[src/rtl/manchester_decoder.sv]
// ============================================================================
// manchester_decoder
//   Turns the edge pulses of a Manchester line into recovered NRZ bits and a
//   one-cycle bit strobe. It learns the bit period from the preamble and flags
//   code violations. Optional macro MANCHESTER_BIT_COUNT_EN adds a saturating
//   bit_count output.
//   Revision: 1.0
// ============================================================================
`default_nettype none

module manchester_decoder #(
  parameter int CNT_WIDTH  = 12,
  parameter int MIN_PERIOD = 8,
  parameter int LOCK_EDGES = 16
) (
  input  logic                 clock,
  input  logic                 reset,
  input  logic                 pos_edge,
  input  logic                 neg_edge,
  output logic                 serial_data,
  output logic                 bit_strobe,
  output logic                 locked,
  output logic                 frame_end,
  output logic                 code_error,
  output logic [CNT_WIDTH-1:0] bit_period
`ifdef MANCHESTER_BIT_COUNT_EN
  ,
  output logic [7:0]           bit_count
`endif
);

  localparam int MW = $clog2(LOCK_EDGES + 1);

  localparam logic [0:0] HUNT        = 1'b0;
  localparam logic [0:0] LOCKED      = 1'b1;
  localparam logic [0:0] PH_MID      = 1'b0;
  localparam logic [0:0] PH_BOUNDARY = 1'b1;

  localparam logic [CNT_WIDTH-1:0] CNT_MAX    = '1;
  localparam logic [CNT_WIDTH-1:0] CNT_ONE    = CNT_WIDTH'(1);
  localparam logic [CNT_WIDTH-1:0] MIN_P      = CNT_WIDTH'(MIN_PERIOD);
  localparam logic [MW-1:0]        MATCH_LAST = MW'(LOCK_EDGES - 1);
  localparam logic [MW-1:0]        MATCH_ONE  = MW'(1);

  logic [0:0]           state_q, state_d;
  logic [0:0]           phase_q, phase_d;
  logic [CNT_WIDTH-1:0] cnt_q, cnt_d;
  logic [CNT_WIDTH-1:0] prev_q, prev_d;
  logic [CNT_WIDTH-1:0] per_q, per_d;
  logic [MW-1:0]        match_q, match_d;
  logic                 sdata_q, sdata_d;
  logic                 strobe_q, strobe_d;
  logic                 ce_q, ce_d;
  logic                 fe_q, fe_d;

  logic                 w_single;
  logic                 w_dual;
  logic [CNT_WIDTH-1:0] w_diff;
  logic                 w_match;
  logic [CNT_WIDTH-1:0] w_short_lim;
  logic [CNT_WIDTH:0]   w_long_lim;
  logic                 w_glitch;
  logic                 w_short;
  logic                 w_long;
  logic                 w_timeout;

  assign w_single = pos_edge ^ neg_edge;
  assign w_dual   = pos_edge & neg_edge;

  // Training tolerance is a quarter of the previous interval, either direction.
  assign w_diff  = (cnt_q >= prev_q) ? (cnt_q - prev_q) : (prev_q - cnt_q);
  assign w_match = (cnt_q >= MIN_P) && (w_diff <= (prev_q >> 2));

  // Upper limit carries an extra bit so P + P/4 never wraps.
  assign w_short_lim = per_q - (per_q >> 2);
  assign w_long_lim  = {1'b0, per_q} + {3'b000, per_q[CNT_WIDTH-1:2]};
  assign w_glitch    = cnt_q < (per_q >> 2);
  assign w_short     = cnt_q < w_short_lim;
  assign w_long      = {1'b0, cnt_q} <= w_long_lim;
  assign w_timeout   = {1'b0, cnt_q} > w_long_lim;

  always_comb begin
    state_d  = state_q;
    phase_d  = phase_q;
    prev_d   = prev_q;
    match_d  = match_q;
    per_d    = per_q;
    sdata_d  = sdata_q;
    strobe_d = 1'b0;
    ce_d     = 1'b0;
    fe_d     = 1'b0;
    if (w_single)
      cnt_d = CNT_ONE;
    else if (cnt_q == CNT_MAX)
      cnt_d = cnt_q;
    else
      cnt_d = cnt_q + CNT_ONE;

    case (state_q)
      HUNT: begin
        if (w_single) begin
          prev_d = cnt_q;
          if (!w_match) begin
            match_d = '0;
          end else if (match_q == MATCH_LAST) begin
            state_d = LOCKED;
            per_d   = cnt_q;
            phase_d = PH_MID;
            match_d = '0;
          end else begin
            match_d = match_q + MATCH_ONE;
          end
        end else if (cnt_q == CNT_MAX) begin
          match_d = '0;
        end
      end
      default: begin
        if (w_dual) begin
          ce_d = 1'b1;
        end else if (w_single) begin
          if (w_glitch || !w_long) begin
            ce_d = 1'b1;
          end else if (w_short) begin
            if (phase_q == PH_MID) begin
              phase_d = PH_BOUNDARY;
            end else begin
              phase_d  = PH_MID;
              strobe_d = 1'b1;
            end
          end else if (phase_q == PH_MID) begin
            strobe_d = 1'b1;
          end else begin
            ce_d = 1'b1;
          end
        end else if (w_timeout) begin
          fe_d = 1'b1;
        end
        if (strobe_d)
          sdata_d = pos_edge;
        if (ce_d || fe_d) begin
          state_d = HUNT;
          phase_d = PH_MID;
          match_d = '0;
        end
      end
    endcase
  end

  always_ff @(posedge clock or posedge reset) begin
    if (reset) begin
      state_q  <= HUNT;
      phase_q  <= PH_MID;
      cnt_q    <= '0;
      prev_q   <= '0;
      per_q    <= '0;
      match_q  <= '0;
      sdata_q  <= 1'b0;
      strobe_q <= 1'b0;
      ce_q     <= 1'b0;
      fe_q     <= 1'b0;
    end else begin
      state_q  <= state_d;
      phase_q  <= phase_d;
      cnt_q    <= cnt_d;
      prev_q   <= prev_d;
      per_q    <= per_d;
      match_q  <= match_d;
      sdata_q  <= sdata_d;
      strobe_q <= strobe_d;
      ce_q     <= ce_d;
      fe_q     <= fe_d;
    end
  end

  assign serial_data = sdata_q;
  assign bit_strobe  = strobe_q;
  assign locked      = (state_q == LOCKED);
  assign frame_end   = fe_q;
  assign code_error  = ce_q;
  assign bit_period  = per_q;

`ifdef MANCHESTER_BIT_COUNT_EN
  logic [7:0] bcnt_q, bcnt_d;
  logic       w_lock_now;

  assign w_lock_now = (state_q == HUNT) && (state_d == LOCKED);

  always_comb begin
    bcnt_d = bcnt_q;
    if (w_lock_now)
      bcnt_d = '0;
    else if (strobe_d && (bcnt_q != 8'hFF))
      bcnt_d = bcnt_q + 8'd1;
  end

  always_ff @(posedge clock or posedge reset) begin
    if (reset)
      bcnt_q <= '0;
    else
      bcnt_q <= bcnt_d;
  end

  assign bit_count = bcnt_q;
`endif

endmodule

`default_nettype wire
[config.mk]
export PLATFORM = sky130hd
export DESIGN_NAME = manchester_decoder
export DESIGN_NICKNAME = d
export VERILOG_FILES = /design/src/rtl/manchester_decoder.sv
export SDC_FILE = /design/constraint.sdc
export NUM_CORES = 1
export LEC_CHECK = 0
export CAP_MARGIN = 15
export CORE_ASPECT_RATIO = 1.75
export CORE_UTILIZATION = 25
export CTS_CLUSTER_SIZE = 10
export DETAILED_ROUTE_END_ITERATION = 8
export GPL_TIMING_DRIVEN = 0
export PLACE_DENSITY = 0.47
export SETUP_SLACK_MARGIN = 0.5
export SLEW_MARGIN = 20
export SYNTH_ARGS = -nofsm -noshare
export SYNTH_HDL_FRONTEND = slang
export SYNTH_SLANG_ARGS = --single-unit
[constraint.sdc]
create_clock -name clock -period 4.3 [get_ports clock]
set_input_delay 0.645 -clock clock [delete_from_list [all_inputs] [get_ports clock]]
set_output_delay 0.645 -clock clock [all_outputs]
set_load 0.05 [all_outputs]
Word-level counts from Yosys, hierarchy flattened
Cells that the tools add are included.

storage, ports and cells
  bits of input ports = 4
  output and inout port bits = 17
  register bits after elaboration = 47
  word-level logic and storage cells = 89

cells by class
  equality and inequality tests = 7
  mux-type cells = 42
  reduce and logical (&&, ||, !) cells = 14
  bitwise gates (word level) = 3
  $lt $le $gt $ge = 7
  $add $sub $neg = 6

operators by type and width
  kind                   number
  $mux 12                3
  $mux 1                 33
  $mux 5                 6
  $sub 12x12->12         2
  $add 12x10->13         1
  $gt 12x13->1           1
  $le 12x13->1           1
  $add 12x1->12 const B  1
  $eq 12x12->1 const B   1
  $ge 12x12->1           1
  $ge 12x4->1 const B    1
  $le 12x10->1           1
  $lt 12x10->1           1
  $lt 12x12->1           1
  $sub 12x10->12         1
  $reduce_and 7->1       1
  $ne 3x2->1 const B     2
  $reduce_and 2->1       3
  $reduce_bool 2->1      3
  $reduce_bool 3->1      2
  $add 5x1->5 const B    1
  $eq 5x4->1 const B     1
  $reduce_and 4->1       1
  $ne 3x1->1 const B     1
  8 further kinds        9

Logic depth before layout (Yosys ltp)
Gate-level depths: netlist of the first run.

  word-level depth = 11
  depth in mapped cells = 23

Least setup slack after synthesis of the first run
No wires, ideal clock.

  path type = register -> register
  start point = reg cnt_q[9]
  end point = reg per_q[2], in the netlist bit_period[2]
  library setup time = 0.128 ns
  stages on the path, launching flop included = 22
  buffers on the path = 3
  path slack = -0.422 ns
  arrival time = 4.594 ns
  required time = 4.172 ns
  cell sequence = dfrtp_1 > inv_1 > ha_1 > buf_6 > a21o_1 > a211oi_2 > or3b_4 > and2_4 > buf_6 > clkbuf_1 > a221oi_1 > o21ai_0 > xor2_1 > ha_1 > a211oi_1 > o21ai_0 > nor2b_1 > a211o_1 > nand3_1 > mux2i_2 > nand4_4 > mux2_1

between the ends
  word-level cells in the longest chain between the ends = 5

ends and longest elaborated chain
  what                                                   line  RTL
  start: declaration                                     47    logic [CNT_WIDTH-1:0] cnt_q, cnt_d;
  start signal: assignment                               164   cnt_q <= cnt_d;
  $sub 12x12->12 / $ge 12x12->1 (equally long branches)  71    assign w_diff = (cnt_q >= prev_q) ? (cnt_q - prev_q) : (prev_q - cnt_q);
  $mux 12                                                71
  $le 12x10->1                                           72    assign w_match = (cnt_q >= MIN_P) && (w_diff <= (prev_q >> 2));
  $logic_and 1x1->1 *                                    72
  $reduce_and 4->1 (no source line) *                    -
  end signal: assignment                                 166   per_q <= per_d;
  end: declaration                                       49    logic [CNT_WIDTH-1:0] per_q, per_d;

Every way passes the cells marked *; elsewhere a longest branch is shown, timed or not.
A chain may end at the register's enable or synchronous reset.

Final worst setup path of the first run
  start point = reg per_q[0], in the netlist bit_period[0]
  end point = reg phase_q

between the ends
  word-level cells in the longest chain between the ends = 11

ends and longest elaborated chain
  what                                                                line  RTL
  $add 12x10->13                                                      76    assign w_long_lim = {1'b0, per_q} + {3'b000, per_q[CNT_WIDTH-1:2]};
  $le 12x13->1                                                        79    assign w_long = {1'b0, cnt_q} <= w_long_lim;
  $logic_not 1->1                                                     121   if (w_glitch || !w_long) begin
  $logic_or 1x1->1                                                    121
  $mux 1                                                              121
  $mux 1                                                              120   end else if (w_single) begin
  $mux 1                                                              118   if (w_dual) begin
  $mux 1                                                              99    case (state_q)
  $logic_or 1x1->1                                                    140   if (ce_d || fe_d) begin
  $ne 3x2->1 (no source line), or another cell as far along           -
  $reduce_and 7->1 (no source line) / $mux 1 (equally long branches)  -
  end signal: assignment                                              163   phase_q <= phase_d;
  end: declaration                                                    46    logic [0:0] phase_q, phase_d;

Several ways; a longest one is shown, not always the timed one. The select of a mux whose other input is x is not followed.

==> qor.txt, run 1 <==
ranking of synthesized cells by area - dfrtp_1 23%, ha_1 22%, inv_1 4.5%
Rows - 69
# nets final - 797
Hold WC Path Type - reg2reg
core box area - 20200 µm²
Lkg Pwr - 3.198 nW
die footprint - 21180 µm²
CTS tree - done
Slew HR - 0.3734
Die W - 110.4 µm
ys async rst share - 1.000
cells after synthesis - 604
Yosys reg bits - 47
vias - 4758
RSZ-0062 raised after global routing - true
GP Congestion - 0.8416
Die Ht - 191.8 µm
htree depth - 2
r2r setup slk - -0.35 ns
met1 usage - 0.1539
Peak VDD IR - 0.1719 mV
Yosys cell types - 63
Antenna Nets Post-Route - 0
initial antenna violation count - 0
CP Class - reg2reg
GRT Total Usage - 0.1561
number of global-route vias before repair - 5139
fin crit period - 4.654 ns
GR peak layer - met2
Tightest Pin Transition - 0.9162 ns
WHS - 0.5055 ns
failing checks - setup timing
Worst-path clk slew - 0.07 ns
total CTS buffers - 5
Root Driver - clkbuf_16
# IOs - 21
DRT Wirelength - 15980 µm
Slew Viols, Final - 0
GRT met2 Usage - 0.3254
share of layout cells above drive strength 1 - 0.2604
worst path buffer plus inverter count - 8
antenna cells - 0
outcome - finished, violations left
DRC viols - 0
PortBufs - 20
crit share post-route - 1.082
Post-synth EDFFs - 0
latest clock arrival within the worst-skew pair - 0.30 ns
Cell Pwr Density - 319.8 nW/µm²
initial core utilization - 0.2547
TNS Setup - -6.346 ns
first-pass GRT wire length - 26320 µm
largest net degree at the start of global routing - 32
Critical Path End Type - flop
Primary FF master, synth - dfrtp_1
synthesized cell area - 5145 µm²
dpl hpwl - 12240 µm
DR iter-0 viols - 363
met3 Use GR - 0.005049
CTS Buffer Depth - 2
crit-path most repeated cell - buf_6
CP Data Arrival Time - 4.87 ns
max cap viols - 0
slowest stage delay, CP - 0.47 ns
worst endpoint required time - 4.51 ns
syn_nets - 703
clock sink total - 47
area grow syn2layout - 31.88%
CP Max Fanout - 3
Crit-path slowest cell - or3_4
Vias/cell - 5.024
Crit path max-delay family - compound AO/OA/AOI/OAI gates
register area share after synthesis - 0.2286
remaining global-route overflow - 0
synthesis warning total - 0
Worst Setup Slack, final - -0.3544 ns
Synth area leader - dfrtp_1
dpl ws - -0.9761 ns
Worst setup SP type - flop
average cell area after synthesis - 8.518 µm²
fmax - 214.8 MHz
Clock Skews - 0.01070 ns
final setup violation count - 21
drt pass-1 iters - 4
drt wl/cell - 16.87 µm
Hold Vio Cnt, Final - 0
top cell type's share of synthesized area - 0.2286
==> sequential cells by signal, summed over array words and instances (netlist names) <==
| signal | cells |
|---|---|
| locked | 1 |
| prev_q | 12 |
| bit_period | 12 |
| bit_strobe | 1 |
| frame_end | 1 |
| phase_q | 1 |
| serial_data | 1 |
| code_error | 1 |
| match_q | 5 |
| cnt_q | 12 |
==> layout by cell type, fill, tap and decap left out, types with 9 or more instances in the layout <==
| master | count |
|---|---|
| a21oi_2 | 9 |
| dfrtp_1 | 29 |
| o21a_1 | 9 |
| a21o_1 | 15 |
| o21ai_0 | 29 |
| mux2i_1 | 17 |
| nor2_1 | 33 |
| ha_1 | 83 |
| a21oi_1 | 27 |
| nand2b_1 | 12 |
| nand2_1 | 37 |
| buf_6 | 12 |
| nand4_1 | 10 |
| nor2b_1 | 12 |
| dfrtp_2 | 17 |
| xnor2_1 | 22 |
| nor3_1 | 14 |
| inv_1 | 51 |
| buf_4 | 54 |
| clkdlybuf4s50_1 | 20 |
| nand3_1 | 23 |
==> cells by family (layout without fill, tap and decap cells) <==
kind of cell	count (synthesis)	count (layout)	share of synthesized area
simple gates	178	178	0.1785
compound gates	147	147	0.1836
fa+ha+maj	95	95	0.2369
buf+inv	82	177	0.06688
flops	47	47	0.2286
xor+xnor	30	30	0.05253
mux	25	25	0.05301
==> layer usage <==
layer / routed length, µm / vias to the layer above / part of all wire
li1: - / 2341 / -
met1: 5826 / 2332 / 0.36
met2: 9419 / 57 / 0.59
met3: 119 / 28 / 0.0074
met4: 612 / 0 / 0.038
met5: 0 / - / 0
==> final cells by class <==
type,count,area (µm²)
fill,2084,13420
sequential,47,1201
tap,248,310.3
multi-input combinational,475,3969
timing repair buffer,87,774.5
buffer,21,155.1
clock buffer,6,128.9
inverter,61,234.0
clock inverter,2,12.51
==> final timing paths <==
| path | start | end | cells after the start |
|---|---|---|---|
| worst max-delay path | bit_period[0] | phase_q | 27 |
| worst min-delay path | match_q[4] | match_q[4] | 1 |
| worst max register to register | bit_period[0] | phase_q | 27 |
| worst min register to register | match_q[4] | match_q[4] | 1 |
| max in group asynchronous | reset | bit_period[2] | 3 |
| min in group asynchronous | reset | serial_data | 2 |
==> through the flow <==
stage / instance area [µm²] / power, mW / utilization / instances
after floorplan: 5295 / 1.314 / - / 604
after global placement: 5806 / 1.568 / 0.2874 / 872
after detailed placement: 5826 / 1.575 / 0.2884 / 873
after CTS: 6595 / 2.133 / 0.3265 / 938
after global routing: 6785 / 2.333 / 0.3359 / 947
final: 6785 / 2.170 / 0.3359 / 947
==> cells in the mapped netlist (4+ instances only) <==
master,number
xnor2_1,22
nor2_1,34
nand4_1,10
o2111ai_1,4
ha_1,91
xor2_1,7
o211ai_1,4
a31oi_1,5
nand3_1,27
nor3_1,15
nor4_1,5
o21ai_0,36
o21a_1,9
mux2i_1,18
buf_2,4
nand2_1,40
nor2b_1,12
a211oi_1,7
nand2b_1,12
o21bai_1,5
inv_1,61
clkbuf_1,13
a21o_1,15
dfrtp_1,47
a21oi_1,37
fa_1,4
==> worst reg2reg max path, cell delays in order, from the launching register on <==
cell	delay, ns
dfrtp_2	0.41
inv_2	0.08
ha_4	0.14
inv_2	0.03
fa_2	0.34
a21o_1	0.19
a21oi_2	0.14
o21bai_1	0.11
a21oi_2	0.16
o21bai_1	0.11
a21oi_2	0.16
buf_4	0.13
buf_6	0.08
buf_6	0.08
buf_6	0.08
buf_6	0.08
buf_6	0.08
mux2i_1	0.18
nand3_1	0.12
ha_1	0.29
nand2_1	0.08
a21oi_2	0.04
a221o_1	0.39
ha_4	0.19
nand2_2	0.05
o211ai_1	0.20
or3_4	0.47
o221ai_2	0.18
==> report_power, final <==
part           switching, mW  internal [mW]  total [mW]
Clock                  0.176          0.215       0.391
Sequential            0.0140          0.457       0.471
Combinational          0.681          0.627        1.31
Total                  0.870           1.30        2.17
==> timing repair <==
item / in CTS / in global routing
setup endpoints to repair: 23 / 23
hold buffers: 0 / 0
setup buffers: 56 / 9
resized for setup: 52 / 32
pin swaps: 31 / 21
cloned: 1 / 0
No activity file was read; power rests on OpenSTA's default activity.
==> run 2: changes to the inputs <==
--- a/config.mk
+++ b/config.mk
@@ -6,7 +6,7 @@
 export NUM_CORES = 1
 export LEC_CHECK = 0
 export CAP_MARGIN = 15
-export CORE_ASPECT_RATIO = 1.75
+export CORE_ASPECT_RATIO = 1.25
 export CORE_UTILIZATION = 25
 export CTS_CLUSTER_SIZE = 10
 export DETAILED_ROUTE_END_ITERATION = 8
==> qor.txt, run 2 (synthesized netlist as in run 1, its figures left out) <==
Hold Vio Cnt, Final - 0 (unchanged)
Crit-path slowest cell - dfrtp_2
clock sink total - 47 (unchanged)
WHS - 0.5127 ns (+0.007174 ns)
area occupied by multi-input gates - 3949 µm² (-0.50%)
r2r setup slk - -0.39 ns (-0.03 ns)
worst setup path startpoint - cnt_q[0]
Vias/cell - 4.933 (-1.8%)
PortBufs - 20 (unchanged)
largest net degree at the start of global routing - 33 (+3.1%)
RSZ-0062 raised after global routing - true
CP Max Fanout - 6 (+3)
failing checks - setup timing
share of layout cells above drive strength 1 - 0.2350 (-0.02534)
CTS tree - done
die footprint - 21160 µm² (about the same)
outcome - finished, violations left
Clock Skews - 0.009774 ns (-0.0009303 ns)
number of global-route vias before repair - 4890 (-4.8%)
DRC viols - 0 (unchanged)
Die Ht - 162.4 µm (-15%)
fin cells - 955 (+0.84%)
Cell Chain, Critical Path - inv_4 -> ha_4 -> inv_2 -> fa_2 -> nand3_4 -> a31oi_4 -> or3b_4 -> and2_4 -> buf_8 -> clkbuf_16 -> a221oi_2 -> o21ai_1 -> xor2_1 -> ha_1 -> buf_6 -> nand4_1 -> o32ai_1 -> a211o_1 -> nand3_2 -> mux2i_4 -> nand4_4 -> buf_6 -> mux2_4
fin crit period - 4.689 ns (+0.03408 ns)
Cell Pwr Density - 338.9 nW/µm² (+6.0%)
Hold Crit Depth - 1 (unchanged)
Critical Path End Type - flop
Antenna Nets Post-Route - 0 (unchanged)
WHS Endpoint - match_q[0]
most common cell after layout, fill and taps aside - ha_1
# nets final - 783 (-1.8%)
Worst-path clk slew - 0.07 ns (about the same)
Post-Place Cells - 895 (+2.5%)
GRT Total Usage - 0.1476 (-0.008417)
CTS Hold Buffers Added - 0 (unchanged)
area taken by flip-flops and latches - 1201 µm² (unchanged)
DR iter-0 viols - 231 (-36%)
slowest stage delay, CP - 0.43 ns (-0.04 ns)
vias - 4711 (-0.99%)
crit share post-route - 1.090 (+0.007925)
max cap viols - 0 (unchanged)
reg2reg start - cnt_q[0]
Crit path max-delay family - simple AND/OR/NAND/NOR gates
CP Data Arrival Time - 4.86 ns (about the same)
Worst setup SP type - flop
drt wl/cell - 15.59 µm (-7.6%)
final setup violation count - 20 (-4.8%)
worst path buffer plus inverter count - 6 (-2)
TNS Setup - -6.196 ns (+0.1496 ns)
Reg-to-Reg End - bit_period[2]
Lkg Pwr - 3.168 nW (-0.93%)
Tightest Pin Transition - 0.8845 ns (-0.03175 ns)
final instance area - 6725 µm² (-0.89%)
commonest non-fill, non-tap cells in the layout - 85 x ha_1, 51 x inv_1, 45 x buf_4
initial antenna violation count - 0 (unchanged)
total chip power - 2.279 mW (+5.0%)
Hold WC Path Type - reg2reg
htree depth - 2 (unchanged)
core box area - 20170 µm² (-0.14%)
r2r worst-path depth - 23 (-15%)
Rows - 58 (-16%)
Worst Setup Slack, final - -0.3885 ns (-0.03408 ns)
crit-path most repeated cell - buf_6
Slew HR - 0.3951 (+0.02172)
# IOs - 21 (unchanged)
latest clock arrival within the worst-skew pair - 0.29 ns (about the same)
CTS Buffer Depth - 2 (unchanged)
Peak VDD IR - 0.2440 mV (+42%)
worst endpoint required time - 4.48 ns (-0.03 ns)
GP Congestion - 0.8568 (+1.8%)
antenna cells - 0 (unchanged)
fmax - 213.3 MHz (-0.73%)
Slew Viols, Final - 0 (unchanged)
remaining global-route overflow - 0 (unchanged)
dpl ws - -0.8602 ns (+0.1159 ns)
Die W - 130.3 µm (+18%)
area grow syn2layout - 30.71%
initial core utilization - 0.2550 (+0.0003475)
drt pass-1 iters - 4 (unchanged)
DRT Wirelength - 14890 µm (-6.8%)
Final Util - 0.3334 (-0.002519)
hold path start - match_q[0]
DP Area - 5853 µm² (+0.47%)
Root Driver - clkbuf_16
first-pass GRT wire length - 24460 µm (-7.1%)
CP Class - reg2reg
FILL cells - 2101 (+0.82%)
total CTS buffers - 5 (unchanged)
dpl hpwl - 11300 µm (-7.7%)
## run 2: worst reg2reg max path: cells and delay by family, from the launching register on
family | cells | cell delay [ns]
simple gates | 6 | 1.01
compound gates | 5 | 0.91
fa+ha+maj | 3 | 0.87
buf+inv | 6 | 0.68
mux | 2 | 0.52
flops | 1 | 0.43
xor+xnor | 1 | 0.15
## run 2: how the worst max path moves through the flow
stage | end | cells past startpoint | slack, ns
6_report | bit_period[2] | 23 | -0.39
5_1_grt | bit_period[2] | 23 | -0.60
4_1_cts | bit_period[2] | 22 | -0.38
3_5_place_dp | match_q[2] | 21 | -0.86
3_3_place_gp | match_q[2] | 21 | -0.86
2_1_floorplan | bit_period[11] | 21 | -0.04
## run 2: what timing repair did
| item | 4_1_cts | 5_1_grt |
|---|---|---|
| hold endpoints to repair | 0 | 0 |
| cloned | 1 | 0 |
| setup endpoints to repair | 23 | 23 |
| pin swaps | 31 | 27 |
| resized for setup | 48 | 28 |
| setup buffers | 46 | 5 |
## run 2: area by class of cell
class                      instances  share of cell area
sequential                        47              0.1786
timing repair buffer              73             0.09767
tap                              270             0.05023
clock inverter                     2            0.008930
inverter                          61             0.03479
buffer                            21             0.02344
multi-input combinational        475              0.5872
clock buffer                       6             0.01916
## run 2: power by group
| part | internal [mW] | switching (mW) | total, mW |
|---|---|---|---|
| sequential | 0.457 | 0.0153 | 0.472 |
| combinational | 0.626 | 0.672 | 1.30 |
| clock | 0.334 | 0.175 | 0.509 |
## run 2: per-layer routing
metal | GRT usage | up-vias | wire length [µm]
met5 | 0 | - | 0
met4 | 0.05920 | 0 | 461
met3 | 0.009198 | 25 | 212
met2 | 0.2776 | 59 | 7871
met1 | 0.1704 | 2318 | 6339
li1 | - | 2309 | -
==> run 3: changes to the inputs <==
--- a/config.mk
+++ b/config.mk
@@ -7,13 +7,13 @@
 export LEC_CHECK = 0
 export CAP_MARGIN = 15
 export CORE_ASPECT_RATIO = 1.25
-export CORE_UTILIZATION = 25
+export CORE_UTILIZATION = 57
 export CTS_CLUSTER_SIZE = 10
 export DETAILED_ROUTE_END_ITERATION = 8
 export GPL_TIMING_DRIVEN = 0
-export PLACE_DENSITY = 0.47
+export PLACE_DENSITY = 0.84
 export SETUP_SLACK_MARGIN = 0.5
-export SLEW_MARGIN = 20
+export SLEW_MARGIN = 40
 export SYNTH_ARGS = -nofsm -noshare
 export SYNTH_HDL_FRONTEND = slang
 export SYNTH_SLANG_ARGS = --single-unit
==> qor.txt, run 3 (synthesized netlist as in run 1, its figures left out) <==
Clock Skews - 0.009290 ns (-0.0004842 ns)
most common cell after layout, fill and taps aside - ha_1
Tightest Pin Transition - 0.8110 ns (-0.07354 ns)
failing checks - setup timing
Rows - 38 (-34%)
Crit-path slowest cell - dfrtp_4
DR iter-0 viols - 550 (+140%)
total chip power - 2.090 mW (-8.3%)
DRC viols - 0 (unchanged)
CP Data Arrival Time - 5.18 ns (+0.32 ns)
Die Ht - 108.2 µm (-33%)
fin cells - 823 (-14%)
RSZ-0062 raised after global routing - true
Worst-path clk slew - 0.09 ns (+0.02 ns)
vias - 5248 (+11%)
dpl hpwl - 10120 µm (-10%)
Hold WC Path Type - reg2reg
fmax - 202.3 MHz (-5.2%)
crit share post-route - 1.150 (+0.05936)
Cell Chain, Critical Path - buf_6 -> ha_4 -> inv_2 -> fa_2 -> a21o_1 -> a21oi_2 -> o21bai_1 -> a21oi_2 -> o21bai_1 -> a21oi_2 -> xor2_1 -> ha_1 -> a21o_1 -> a21oi_2 -> nor4b_4 -> nand3_2 -> a221o_1 -> ha_4 -> nand2_2 -> o211ai_1 -> o31ai_4 -> buf_4 -> a41oi_2 -> o22ai_1
Post-Place Cells - 745 (-17%)
Vias/cell - 6.377 (+29%)
GRT Total Usage - 0.3408 (+0.1932)
CTS tree - done
dpl ws - -0.7609 ns (+0.09933 ns)
worst endpoint required time - 4.54 ns (+0.06 ns)
drt wl/cell - 20.29 µm (+30%)
die footprint - 9412 µm² (-56%)
initial antenna violation count - 0 (unchanged)
CTS Hold Buffers Added - 0 (unchanged)
initial core utilization - 0.5913 (+0.3363)
CP Max Fanout - 3 (-3)
drt pass-1 iters - 5 (+1)
# IOs - 21 (unchanged)
core box area - 8701 µm² (-57%)
area grow syn2layout - 28.19%
final setup violation count - 22 (+10%)
GP Congestion - 0.9624 (+12%)
commonest non-fill, non-tap cells in the layout - 85 x ha_1, 61 x buf_4, 53 x inv_1
Critical Path End Type - flop
worst path buffer plus inverter count - 3 (-3)
Slew Viols, Final - 0 (unchanged)
Worst Setup Slack, final - -0.6438 ns (-0.2552 ns)
fin crit period - 4.944 ns (+0.2552 ns)
share of layout cells above drive strength 1 - 0.2589 (+0.02385)
number of global-route vias before repair - 5272 (+7.8%)
CP Class - reg2reg
CTS Buffer Depth - 2 (unchanged)
clock sink total - 47 (unchanged)
total CTS buffers - 5 (unchanged)
slowest stage delay, CP - 0.45 ns (+0.02 ns)
Crit path max-delay family - compound AO/OA/AOI/OAI gates
Peak VDD IR - 0.4641 mV (+90%)
Slew HR - 0.4580 (+0.06291)
Worst setup SP type - flop
Die W - 86.98 µm (-33%)
antenna cells - 0 (unchanged)
PortBufs - 20 (unchanged)
Cell Pwr Density - 316.9 nW/µm² (-6.5%)
Lkg Pwr - 3.208 nW (+1.3%)
largest net degree at the start of global routing - 42 (+27%)
max cap viols - 0 (unchanged)
DRT Wirelength - 16700 µm (+12%)
Antenna Nets Post-Route - 0 (unchanged)
outcome - finished, violations left
# nets final - 801 (+2.3%)
htree depth - 2 (unchanged)
latest clock arrival within the worst-skew pair - 0.31 ns (+0.02 ns)
remaining global-route overflow - 0 (unchanged)
Root Driver - clkbuf_8
first-pass GRT wire length - 24960 µm (+2.1%)
Hold Vio Cnt, Final - 0 (unchanged)
crit-path most repeated cell - a21oi_2
==> run 3: cell count changes in the layout (fill, tap and decap cells not counted), sizes merged <==
cell / change
bufinv: -1
buf: +19
==> run 3: repair_timing <==
item	in CTS	in global routing
cloned	1	0
pin swaps	33	33
buffers inserted	49	20
resized for setup	46	33
endpoints found under the setup margin	22	23
==> run 3: path summary, 6_finish.rpt <==
kind,startpoint,to,slack (ns),cells after the start
hold / removal,serial_data,serial_data,0.53,1
max in group asynchronous,reset,bit_period[2],3.27,3
setup reg to reg,bit_period[2],match_q[2],-0.64,24
setup / recovery,bit_period[2],match_q[2],-0.64,24
min in group asynchronous,reset,frame_end,0.55,2
hold reg to reg,serial_data,serial_data,0.53,1
==> run 3: power by group <==
part / total, mW / switching, mW / internal [mW]
logic: 1.28 / 0.661 / 0.621
registers: 0.473 / 0.0160 / 0.457
clock network: 0.336 / 0.161 / 0.174
==> run 3: cell type report <==
| cell class | instances | area [µm²] |
|---|---|---|
| buffer | 21 | 147.6 |
| clock buffer | 7 | 76.32 |
| clock inverter | 1 | 30.03 |
| fill | 536 | 2106 |
| inverter | 61 | 236.5 |
| multi-input combinational | 475 | 3954 |
| sequential | 47 | 1201 |
| tap | 120 | 150.1 |
| timing repair buffer | 91 | 799.5 |
==> run 3: worst register-to-register path, cell delays in order, from the launching register on <==
cell and delay [ns]:
dfrtp_4 0.45, buf_6 0.12, ha_4 0.14, inv_2 0.04
fa_2 0.34, a21o_1 0.18, a21oi_2 0.17, o21bai_1 0.11
a21oi_2 0.16, o21bai_1 0.10, a21oi_2 0.18, xor2_1 0.17
ha_1 0.26, a21o_1 0.18, a21oi_2 0.20, nor4b_4 0.33
nand3_2 0.16, a221o_1 0.38, ha_4 0.19, nand2_2 0.04
o211ai_1 0.20, o31ai_4 0.42, buf_4 0.18, a41oi_2 0.03
o22ai_1 0.15
==> run 3: layer usage <==
metal / wire (µm) / part of all wire / global-route usage
met2: 8492 / 0.51 / 0.5900
met4: 1006 / 0.060 / 0.2250
met5: 0 / 0 / 0
met1: 6368 / 0.38 / 0.3880
met3: 833 / 0.050 / 0.04809
==> run 3: through the flow <==
stage               cell area, µm²    util  hold slack [ns]  setup TNS [ns]
floorplan                     5295       -           0.4650         -0.2359
global placement              5645  0.6488           0.4833          -11.59
detailed placement            5668  0.6514           0.4965          -13.81
CTS                           6334  0.7279           0.5291          -4.947
global route                  6595  0.7580           0.5456          -11.71
finish                        6595  0.7580           0.5313          -9.267
